==> config.mk <==
export PLATFORM = sky130hd
export DESIGN_NAME = digit_entry
export DESIGN_NICKNAME = d
export VERILOG_FILES = /design/src/rtl/digit_entry_pkg.sv /design/src/rtl/digit_entry_sync_2ff.sv /design/src/rtl/digit_entry.sv
export SDC_FILE = /design/constraint.sdc
export NUM_CORES = 1
export LEC_CHECK = 0
export ABC_AREA = 1
export BUFFER_PORTS_ARGS = -buffer_cell sky130_fd_sc_hd__buf_4
export CELL_PAD_IN_SITES_DETAIL_PLACEMENT = 0
export CELL_PAD_IN_SITES_GLOBAL_PLACEMENT = 2
export CORE_ASPECT_RATIO = 0.5
export CORE_MARGIN = 5
export CORE_UTILIZATION = 28
export DETAILED_ROUTE_END_ITERATION = 6
export PLACE_DENSITY_LB_ADDON = 0.1
export SYNTH_ARGS = -nofsm -noshare
export SYNTH_HDL_FRONTEND = slang
export SYNTH_SLANG_ARGS = --single-unit
export TNS_END_PERCENT = 30
==> constraint.sdc <==
create_clock -name clk -period 0.96 [get_ports clk]
set_input_delay 0.048 -clock clk [delete_from_list [all_inputs] [get_ports clk]]
set_output_delay 0.048 -clock clk [all_outputs]
set_load 0.01 [all_outputs]
==> src/rtl/digit_entry_pkg.sv <==
// Shared types and constants for the digit entry block.
package digit_entry_pkg;

    typedef enum logic [1:0] {
        IDLE,
        PRESS_WAIT,
        PRESSED,
        RELEASE_WAIT
    } state_t;

    // 4 ID digits plus 6 password digits
    localparam int MAX_ENTRIES       = 10;
    localparam int MAX_DIGIT_DEFAULT = 9;

    function automatic logic [3:0] sat_inc(input logic [3:0] v);
        if (v >= 4'(MAX_ENTRIES)) begin
            return 4'(MAX_ENTRIES);
        end
        return v + 4'd1;
    endfunction

endpackage

==> src/rtl/digit_entry_sync_2ff.sv <==
// Two-flop synchroniser for raw asynchronous inputs; clears to zero on reset.
module sync_2ff #(
    parameter int WIDTH = 1
) (
    input  logic             clk,
    input  logic             rst,
    input  logic [WIDTH-1:0] d,
    output logic [WIDTH-1:0] q
);

    logic [WIDTH-1:0] meta;

    always_ff @(posedge clk or posedge rst) begin
        if (rst) begin
            meta <= '0;
            q    <= '0;
        end else begin
            meta <= d;
            q    <= meta;
        end
    end

endmodule

==> src/rtl/digit_entry.sv <==
// Debounced pushbutton digit entry with accept/reject strobes and a saturating entry count.
// Build option: define DIGIT_ENTRY_DEBOUNCE_EN to include the debounce counter (else N = 1).
module digit_entry
    import digit_entry_pkg::*;
#(
    parameter int DEBOUNCE_CYCLES = 50000,
    parameter int MAX_DIGIT       = MAX_DIGIT_DEFAULT
) (
    input  logic       clk,
    input  logic       rst,
    input  logic       btn_enter,
    input  logic [3:0] sw_digit,
    input  logic       clear,
    output logic       PasswordEnter,
    output logic [3:0] PasswordDigit,
    output logic [3:0] entry_count,
    output logic       digit_reject
);

    if (DEBOUNCE_CYCLES < 1 || DEBOUNCE_CYCLES > 65535) begin : g_bad_debounce
        $error("DEBOUNCE_CYCLES must be within 1..65535");
    end

    logic       btn_s;
    logic [3:0] digit_s;
    logic       digit_ok;
    logic       strobe;
    state_t     state;
    state_t     state_next;

    sync_2ff #(.WIDTH(1)) u_sync_btn (
        .clk (clk),
        .rst (rst),
        .d   (btn_enter),
        .q   (btn_s)
    );

    sync_2ff #(.WIDTH(4)) u_sync_digit (
        .clk (clk),
        .rst (rst),
        .d   (sw_digit),
        .q   (digit_s)
    );

    assign digit_ok = (int'(digit_s) <= MAX_DIGIT);

`ifdef DIGIT_ENTRY_DEBOUNCE_EN
    localparam logic [16:0] N_W = 17'(DEBOUNCE_CYCLES);

    logic [15:0] cnt;
    logic [15:0] cnt_next;
    logic [16:0] cnt_inc;

    assign cnt_inc = {1'b0, cnt} + 17'd1;

    always_ff @(posedge clk or posedge rst) begin
        if (rst) begin
            cnt <= '0;
        end else begin
            cnt <= cnt_next;
        end
    end
`endif

    always_ff @(posedge clk or posedge rst) begin
        if (rst) begin
            state <= IDLE;
        end else begin
            state <= state_next;
        end
    end

    // The strobe fires on the same edge that enters PRESSED, so the count
    // reaching N and the registered strobe coincide at edge N+2.
    always_comb begin
        state_next = state;
        strobe     = 1'b0;
`ifdef DIGIT_ENTRY_DEBOUNCE_EN
        cnt_next   = cnt;
`endif
        case (state)
            IDLE: begin
                if (btn_s) begin
`ifdef DIGIT_ENTRY_DEBOUNCE_EN
                    if (N_W <= 17'd1) begin
                        state_next = PRESSED;
                        strobe     = 1'b1;
                        cnt_next   = '0;
                    end else begin
                        state_next = PRESS_WAIT;
                        cnt_next   = 16'd1;
                    end
`else
                    state_next = PRESSED;
                    strobe     = 1'b1;
`endif
                end
            end
            PRESS_WAIT: begin
`ifdef DIGIT_ENTRY_DEBOUNCE_EN
                if (!btn_s) begin
                    state_next = IDLE;
                    cnt_next   = '0;
                end else if (cnt_inc >= N_W) begin
                    state_next = PRESSED;
                    strobe     = 1'b1;
                    cnt_next   = '0;
                end else begin
                    cnt_next = cnt_inc[15:0];
                end
`else
                state_next = IDLE;
`endif
            end
            PRESSED: begin
                if (!btn_s) begin
`ifdef DIGIT_ENTRY_DEBOUNCE_EN
                    if (N_W <= 17'd1) begin
                        state_next = IDLE;
                        cnt_next   = '0;
                    end else begin
                        state_next = RELEASE_WAIT;
                        cnt_next   = 16'd1;
                    end
`else
                    state_next = IDLE;
`endif
                end
            end
            RELEASE_WAIT: begin
`ifdef DIGIT_ENTRY_DEBOUNCE_EN
                if (btn_s) begin
                    state_next = PRESSED;
                    cnt_next   = '0;
                end else if (cnt_inc >= N_W) begin
                    state_next = IDLE;
                    cnt_next   = '0;
                end else begin
                    cnt_next = cnt_inc[15:0];
                end
`else
                state_next = IDLE;
`endif
            end
            default: begin
                state_next = IDLE;
            end
        endcase
    end

    // clear wins over a coincident strobe, but the digit is still captured
    always_ff @(posedge clk or posedge rst) begin
        if (rst) begin
            PasswordEnter <= 1'b0;
            digit_reject  <= 1'b0;
            PasswordDigit <= '0;
            entry_count   <= '0;
        end else begin
            PasswordEnter <= strobe && !clear && digit_ok;
            digit_reject  <= strobe && !clear && !digit_ok;
            if (strobe) begin
                PasswordDigit <= digit_s;
            end
            if (clear) begin
                entry_count <= '0;
            end else if (strobe && digit_ok) begin
                entry_count <= sat_inc(entry_count);
            end
        end
    end

endmodule

* Yosys cells after proc, flatten, opt, wreduce, memory -nomap -nowiden
Cells that the tools add are included.
** Word-level totals
- Flip-flop bits (word level) :: 22
- Bits of input ports :: 8
- Output and inout port bits :: 10
- Word-level logic and storage cells :: 39
** Operators by class
- Add/sub/neg operators :: 1
- Order comparisons :: 2
- Equal/unequal tests :: 5
- Muxes and demuxes :: 12
- Reductions and logical operators :: 10
** Operators by type and width (count)
- 4-bit two-way mux :: 4
- 2-bit case mux with 3 select lines :: 1
- 1-bit two-way mux :: 5
- 4-bit by 1-bit adder with 4-bit output, second input constant :: 1
- 2-bit equality test, second input constant :: 2
- 4-bit >= comparator, second input constant :: 1
- 4-bit less-or-equal comparator, second input constant :: 1
- 1-bit logical AND :: 4
- 2-bit two-way mux :: 2
- 2-bit by 1-bit equality test with 1-bit output, second input constant :: 1
- 1-bit zero test :: 2
- 2-bit zero test :: 1
- 2-bit by 1-bit inequality test with 1-bit output, second input constant :: 1
- 2-bit inequality test, second input constant :: 1
- 2-bit AND reduction :: 1
- 2-bit nonzero test :: 1
- 2-bit OR reduction :: 1

* Logic depth before layout (Yosys ltp)
Gate-level depths: netlist of run 1.
- Depth after elaboration :: 8
- Depth in mapped cells :: 8
- Gate-level depth less buffers :: 8

* Hierarchy
A second synthesis of run 1 with hierarchy kept.
** Unflattened totals
- Cell total of the unflattened synthesis :: 71
- Area, all modules :: 773.2 µm²
** By module, submodules not included
- digit_entry :: instances 1, cells an instance 59, area each 515.5 µm², seq. area each 275.3 µm²
- sync_2ff (u_sync_digit) :: instances 1, cells an instance 9, area each 203.9 µm², seq. area each 200.2 µm²
- sync_2ff (u_sync_btn) :: instances 1, cells an instance 3, area each 53.8 µm², seq. area each 50.0 µm²

* Least setup slack after synthesis of run 1
OpenSTA, ideal clock, no wires.
- Path type :: register -> register
- Start point :: register entry_count[0]
- End point :: register entry_count[1]
- Setup time :: 117 ps
- Arrival :: 973 ps
- Path slack :: -130 ps
- Stages on the path, launching flop included :: 9
- Buffers on the path :: 0
- Period minus slack after synthesis :: 1090 ps
- Path through :: dfrtp_1 inv_1 ha_1 inv_1 nand2_1 nand2_1 nand2_1 nand2_1 nand2_1
** Between the ends
- Cells in the longest elaborated chain, start to end :: 7
- Elaborated cells on any way between the ends :: 8
- Those cells by class :: add/sub (1); order compare (1); mux (6)
** Ends and longest elaborated chain
- start, declared :: RTL line digit_entry.sv:16 : output logic [3:0] entry_count,
- start signal, assigned :: RTL line digit_entry.sv:167 : entry_count <= sat_inc(entry_count);
- 4-bit >= comparator :: RTL line digit_entry_pkg.sv:16 : if (v >= 4'(MAX_ENTRIES)) begin
- 1-bit two-way mux :: RTL line digit_entry_pkg.sv:16
- 1-bit two-way mux :: RTL line digit_entry.sv:166 : end else if (strobe && digit_ok) begin
- 1-bit two-way mux :: RTL line digit_entry.sv:164 : if (clear) begin
- 4-bit two-way mux (*) :: RTL line digit_entry_pkg.sv:19 : return v + 4'd1;
- 4-bit two-way mux (*) :: RTL line digit_entry.sv:166
- 4-bit two-way mux (*) :: RTL line digit_entry.sv:164
Every way passes the cells marked *; elsewhere a longest branch is shown, timed or not. The select of a mux whose other input is x is not followed.
A chain may end at the register's enable or synchronous reset.

* Final worst setup path of run 1
- Start point :: register entry_count[1]
- End point :: register entry_count[1]
Same word-level chain as after synthesis.

==> impl_metrics.json, run 1 <==
{
  "hold_viol": 0,
  "use_met1": 0.09979,
  "cp-end-kind": "flip-flop",
  "gp_congestion": 0.7270,
  "syn_avg_cell_area_sq_um": 11.06,
  "final_max_slew_viol_count": 0,
  "hold_depth": 4,
  "drtIter0Drc": 10,
  "initial_core_util": 0.2933,
  "cts_buffer_depth": 2,
  "power.density_nw_per_um2": 2044,
  "worstHoldEndpoint": "entry_count[1]",
  "violations": "setup timing",
  "fin_ws_ns": -0.1143,
  "synth_nets": 80,
  "vdd_ir_drop_max_mv": 1.177,
  "period_share": 1.119,
  "cts_htree_levels": 1,
  "rows": 13,
  "hpwlAfterDp_mm": 1.103,
  "slew-limit-headroom": 0.8228,
  "syn-cell-area_sq_um": 763.2,
  "hold_class": "primary input to flip-flop",
  "num_antenna_cells": 0,
  "critPathMaxStageDelay_ns": 0.47,
  "grt_antenna_before_repair": 0,
  "numPortBuffers": 17,
  "grt_max_degree": 22,
  "cts_buffers": 3,
  "met3_usage": 0.04203,
  "reg2regPathDepth": 7,
  "die_y_um": 46.92,
  "dr_total_vias": 564,
  "yosysUniqueCellTypes": 13,
  "rr_startpoint": "entry_count[1]",
  "core-area_sq_um": 2603,
  "ys_seq_area_frac": 0.6885,
  "layout_common_cells": "24 x buf_4, 19 x dfrtp_1, 16 x nand2_1",
  "crit_top_cell": "nand2_1",
  "cap_violations": 0,
  "yosysWarningCount": 0,
  "top_usage_layer": "met2",
  "r2r-end": "entry_count[1]",
  "die-area_sq_um": 3934,
  "cp_max_fo": 6,
  "fillers": 267,
  "crit_type": "flip-flop to flip-flop",
  "rsz0062_at_grt": "true",
  "grt_overflow": 0,
  "insertion_delay_ns": 0.26,
  "synth.top_cell.area_share": 0.6885,
  "cts_sinks": 21,
  "finalInstanceArea_sq_um": 1171,
  "worstSetupStartpointType": "flip-flop",
  "slowest_stage": "dfrtp_2",
  "synth_top_area_cell": "dfrtp_1",
  "syn_to_final_growth_pct": 53.44,
  "syn_inst": 69,
  "grt_pass1_vias": 560,
  "finish.net_count": 118,
  "wl_per_cell_um": 10.38,
  "cp.arrival_ns": 1.23,
  "path_clk_slew_ns": 0.08,
  "period_minus_slack_ns": 1.074,
  "drc_errors": 0,
  "ant_nets": 0,
  "power.leakage_nw": 0.5941,
  "wirelength_mm": 1.484,
  "cp_data_required_time_ns": 1.11,
  "r2r_slack_ns": -0.11,
  "layout-drive-gt1-share": 0.4057,
  "cts_tree": "done",
  "grt_util_met2": 0.1406,
  "ios": 18,
  "min_from": "clear",
  "synthTopCellsByArea": "dfrtp_1 69%, nand2_1 9.3%, ha_1 4.9%",
  "ys_ff_latch": 21,
  "worst_slew_pin_slew_ns": 0.2641,
  "post-place-ws_ns": -0.1463,
  "final_common_cell": "buf_4",
  "drtPass1Iterations": 3,
  "dieWidth_um": 83.84,
  "skew_ns": 0.0006155,
  "cts_root_buf": "clkbuf_8",
  "status": "finished with violations",
  "utilization": 0.4500,
  "setup-tns-final_ns": -0.5493,
  "grt_pass1_wl_mm": 2.497,
  "fmax_mhz": 930.9,
  "place_area_sq_um": 1012,
  "grt_usage": 0.08241,
  "vias_per_cell": 3.944,
  "cp_cell_sequence": "ha_4 > inv_2 > nand2_2 > nand2_2 > nand2_1 > nand2_1 > nand2_1",
  "finalSetupViolations": 8
}
cell usage after synthesis, drive strengths merged:
master and count:
o21ai 2, xor2 1, dfrtp 21, nand3 6
xnor2 1, a21oi 1, nand2 20, ha 3
nor2 6, inv 8
stage by stage:
stage | hold slack [ns] | power [mW] | cells
after CTS | 0.1301 | 2.415 | 143
after detailed placement | 0.1044 | 1.763 | 131
final | 0.1392 | 2.394 | 143
after global routing | 0.1566 | 2.564 | 143
after global placement | 0.09527 | 1.757 | 131
after floorplan | 0.02453 | 1.434 | 69
where the power goes:
group | internal [mW] | switching, mW | total [mW]
combinational | 0.397 | 0.312 | 0.708
clock | 0.292 | 0.286 | 0.579
sequential | 1.03 | 0.0795 | 1.11
worst max path at each step:
stage | start | endpoint | slack [ns] | cells past startpoint
final | entry_count[1] | entry_count[1] | -0.11 | 7
after global routing | entry_count[0] | entry_count[1] | -0.20 | 8
after CTS | entry_count[0] | entry_count[1] | -0.12 | 8
after detailed placement | entry_count[1] | entry_count[1] | -0.15 | 7
after global placement | entry_count[1] | entry_count[1] | -0.15 | 7
after floorplan | entry_count[0] | entry_count[1] | -0.09 | 8
kinds of logic (layout without fill, tap and decap cells):
kind of cell,count (synthesis),in the layout,synth area share
AO/OA/AOI/OAI,3,3,0.01965
XOR/XNOR,2,2,0.02296
adder cells (fa/ha/maj),3,3,0.04919
buffers and inverters,8,45,0.03935
flip-flops,21,21,0.6885
AND/OR/NAND/NOR,32,32,0.1803
timing repair:
item,4_1_cts,5_1_grt
endpoints found under the hold margin,27,0
hold buffers,7,0
buffers inserted,1,0
endpoints found under the setup margin,9,13
gates cloned,0,0
resized for setup,5,7
pin swaps,0,2
layout make-up:
class	instances	area (sq um)	area share
flip-flops and latches	21	528.0	0.4509
repair buffers	33	272.8	0.2329
clock inverters	1	7.507	0.006410
multi-input cells	40	245.2	0.2094
clock buffers	3	41.29	0.03526
inverters	8	30.03	0.02564
well taps	37	46.29	0.03953
worst max-delay path: cells and delay by family (launching register included):
family	cells	cell delay (ns)
AND/OR/NAND/NOR	5	0.28
buffers and inverters	1	0.04
flip-flops	1	0.47
adder cells (fa/ha/maj)	1	0.18
per-layer routing:
layer / wire (um) / vias up
li1: - / 283
met1: 723 / 271
met2: 674 / 10
met3: 87 / 0
met4: 0 / 0
met5: 0 / -
flip-flops by register name, summed over array words and instances, names as in the netlist:
register,flops
PasswordDigit,4
PasswordEnter,1
digit_reject,1
entry_count,4
state,1
u_sync_btn.meta,1
u_sync_btn.q,1
u_sync_digit.meta,4
u_sync_digit.q,4
Note: power is estimated with default switching activity, not from simulation.
==> run 2, diff against run 1 <==
==> constraint.sdc (replaced) <==
create_clock -name clk -period 0.96 [get_ports clk]
set_input_delay 0.192 -clock clk [delete_from_list [all_inputs] [get_ports clk]]
set_output_delay 0.192 -clock clk [all_outputs]
set_load 0.01 [all_outputs]
==> impl_metrics.json, run 2 (synthesis results as in run 1) <==
{
  "die-area_sq_um": 3934,
  "insertion_delay_ns": 0.25,
  "num_antenna_cells": 0,
  "slew-limit-headroom": 0.8277,
  "worstSetupStartpointType": "flip-flop",
  "dr_total_vias": 541,
  "final_common_cell": "dfrtp_1",
  "finalPower_mw": 2.443,
  "drtIter0Drc": 9,
  "wl_per_cell_um": 9.978,
  "grt_usage": 0.07853,
  "violations": "setup timing",
  "grt_pass1_wl_mm": 2.359,
  "die_y_um": 46.92,
  "hold_viol": 0,
  "worst_slew_pin_slew_ns": 0.2567,
  "vdd_ir_drop_max_mv": 0.9390,
  "skew_ns": 0.001255,
  "dieWidth_um": 83.84,
  "cp_max_fo": 5,
  "path_clk_slew_ns": 0.07,
  "wirelength_mm": 1.387,
  "layout_common_cells": "18 x dfrtp_1, 17 x nand2_1, 14 x buf_4, 14 x buf_6, 5 x nand3_1",
  "rsz0062_at_grt": "true",
  "finish.net_count": 114,
  "cp-end-kind": "output pin",
  "fin_ws_ns": -0.1594,
  "cts_sinks": 21,
  "rows": 13,
  "cts_root_buf": "clkbuf_8",
  "cts_htree_levels": 1,
  "setup-tns-final_ns": -0.8155,
  "layout-drive-gt1-share": 0.4608,
  "grt_pass1_vias": 546,
  "cp.arrival_ns": 0.93,
  "cp_data_required_time_ns": 0.77,
  "finalSetupViolations": 13,
  "drc_errors": 0,
  "initial_core_util": 0.2933,
  "cts_tree": "done",
  "status": "finished with violations",
  "crit_type": "flip-flop to output pin",
  "grt_max_degree": 22,
  "fmax_mhz": 893.4,
  "final_max_slew_viol_count": 0,
  "syn_to_final_growth_pct": 52.62,
  "ios": 18,
  "period_share": 1.166,
  "drtPass1Iterations": 2,
  "vias_per_cell": 3.892,
  "hpwlAfterDp_mm": 1.065,
  "grt_overflow": 0,
  "gp_congestion": 0.7369,
  "cts_buffer_depth": 2,
  "numPortBuffers": 17,
  "ant_nets": 0,
  "power.density_nw_per_um2": 2097,
  "hold_class": "primary input to flip-flop",
  "grt_antenna_before_repair": 0,
  "cts_buffers": 3,
  "power.leakage_nw": 0.5904,
  "core-area_sq_um": 2603,
  "cap_violations": 0,
  "fillers": 268,
  "period_minus_slack_ns": 1.119
}
[run 2: final timing paths]
path	cells after the start	end	slack, ns	from
min in group asynchronous	4	state[1]	0.52	rst
max in group asynchronous	4	entry_count[0]	0.22	rst
max reg2reg	7	entry_count[1]	-0.11	entry_count[1]
max	2	entry_count[1]	-0.16	entry_count[1]
min	1	u_sync_digit.meta[3]	0.04	sw_digit[3]
min reg2reg	0	u_sync_digit.q[1]	0.35	u_sync_digit.meta[1]
[run 2: repair_timing]
action / in CTS / in global routing
pin swaps: 2 / 0
gates resized for setup: 20 / 6
hold buffers: 1 / 0
endpoints found under the hold margin: 21 / 0
setup buffers: 2 / 0
setup endpoints to repair: 16 / 20
[run 2: per-stage QoR]
step	hold WS [ns]	cell area (sq um)	setup WS, ns	cells	utilization
after CTS	0.03112	1151	-0.1730	139	0.4423
after floorplan	0.1685	778.2	-0.09153	69	-
after global placement	0.2396	1020	-0.1470	132	0.3918
final	0.03871	1165	-0.1594	139	0.4476
after global routing	0.02010	1165	-0.2017	139	0.4476
after detailed placement	0.2488	1020	-0.1542	132	0.3918
[run 2: routing by layer]
metal | share of wire | GRT usage | vias to the layer above
li1 | - | - | 276
met1 | 0.48 | 0.09247 | 255
met5 | 0 | 0 | -
met3 | 0.061 | 0.04203 | 0
met4 | 0 | 0.009615 | 0
met2 | 0.46 | 0.1359 | 10
[run 2: layout make-up]
cell class,instances,area [sq um],area share
flip-flops and latches,21,529.3,0.4543
well taps,37,46.29,0.03974
multi-input cells,40,240.2,0.2062
clock inverters,1,5.005,0.004296
repair buffers,29,272.8,0.2342
clock buffers,3,41.29,0.03545
inverters,8,30.03,0.02578
[run 2: report_power, final]
part	switching [mW]	total (mW)	internal [mW]	leakage, nW
clock	0.274	0.563	0.289	0.0255
sequential	0.0964	1.13	1.03	0.256
combinational	0.306	0.754	0.447	0.309
[run 2: critical path: stages (launching register included)]
cell	delay [ns]
dfrtp_2	0.44
buf_6	0.12
buf_6	0.11
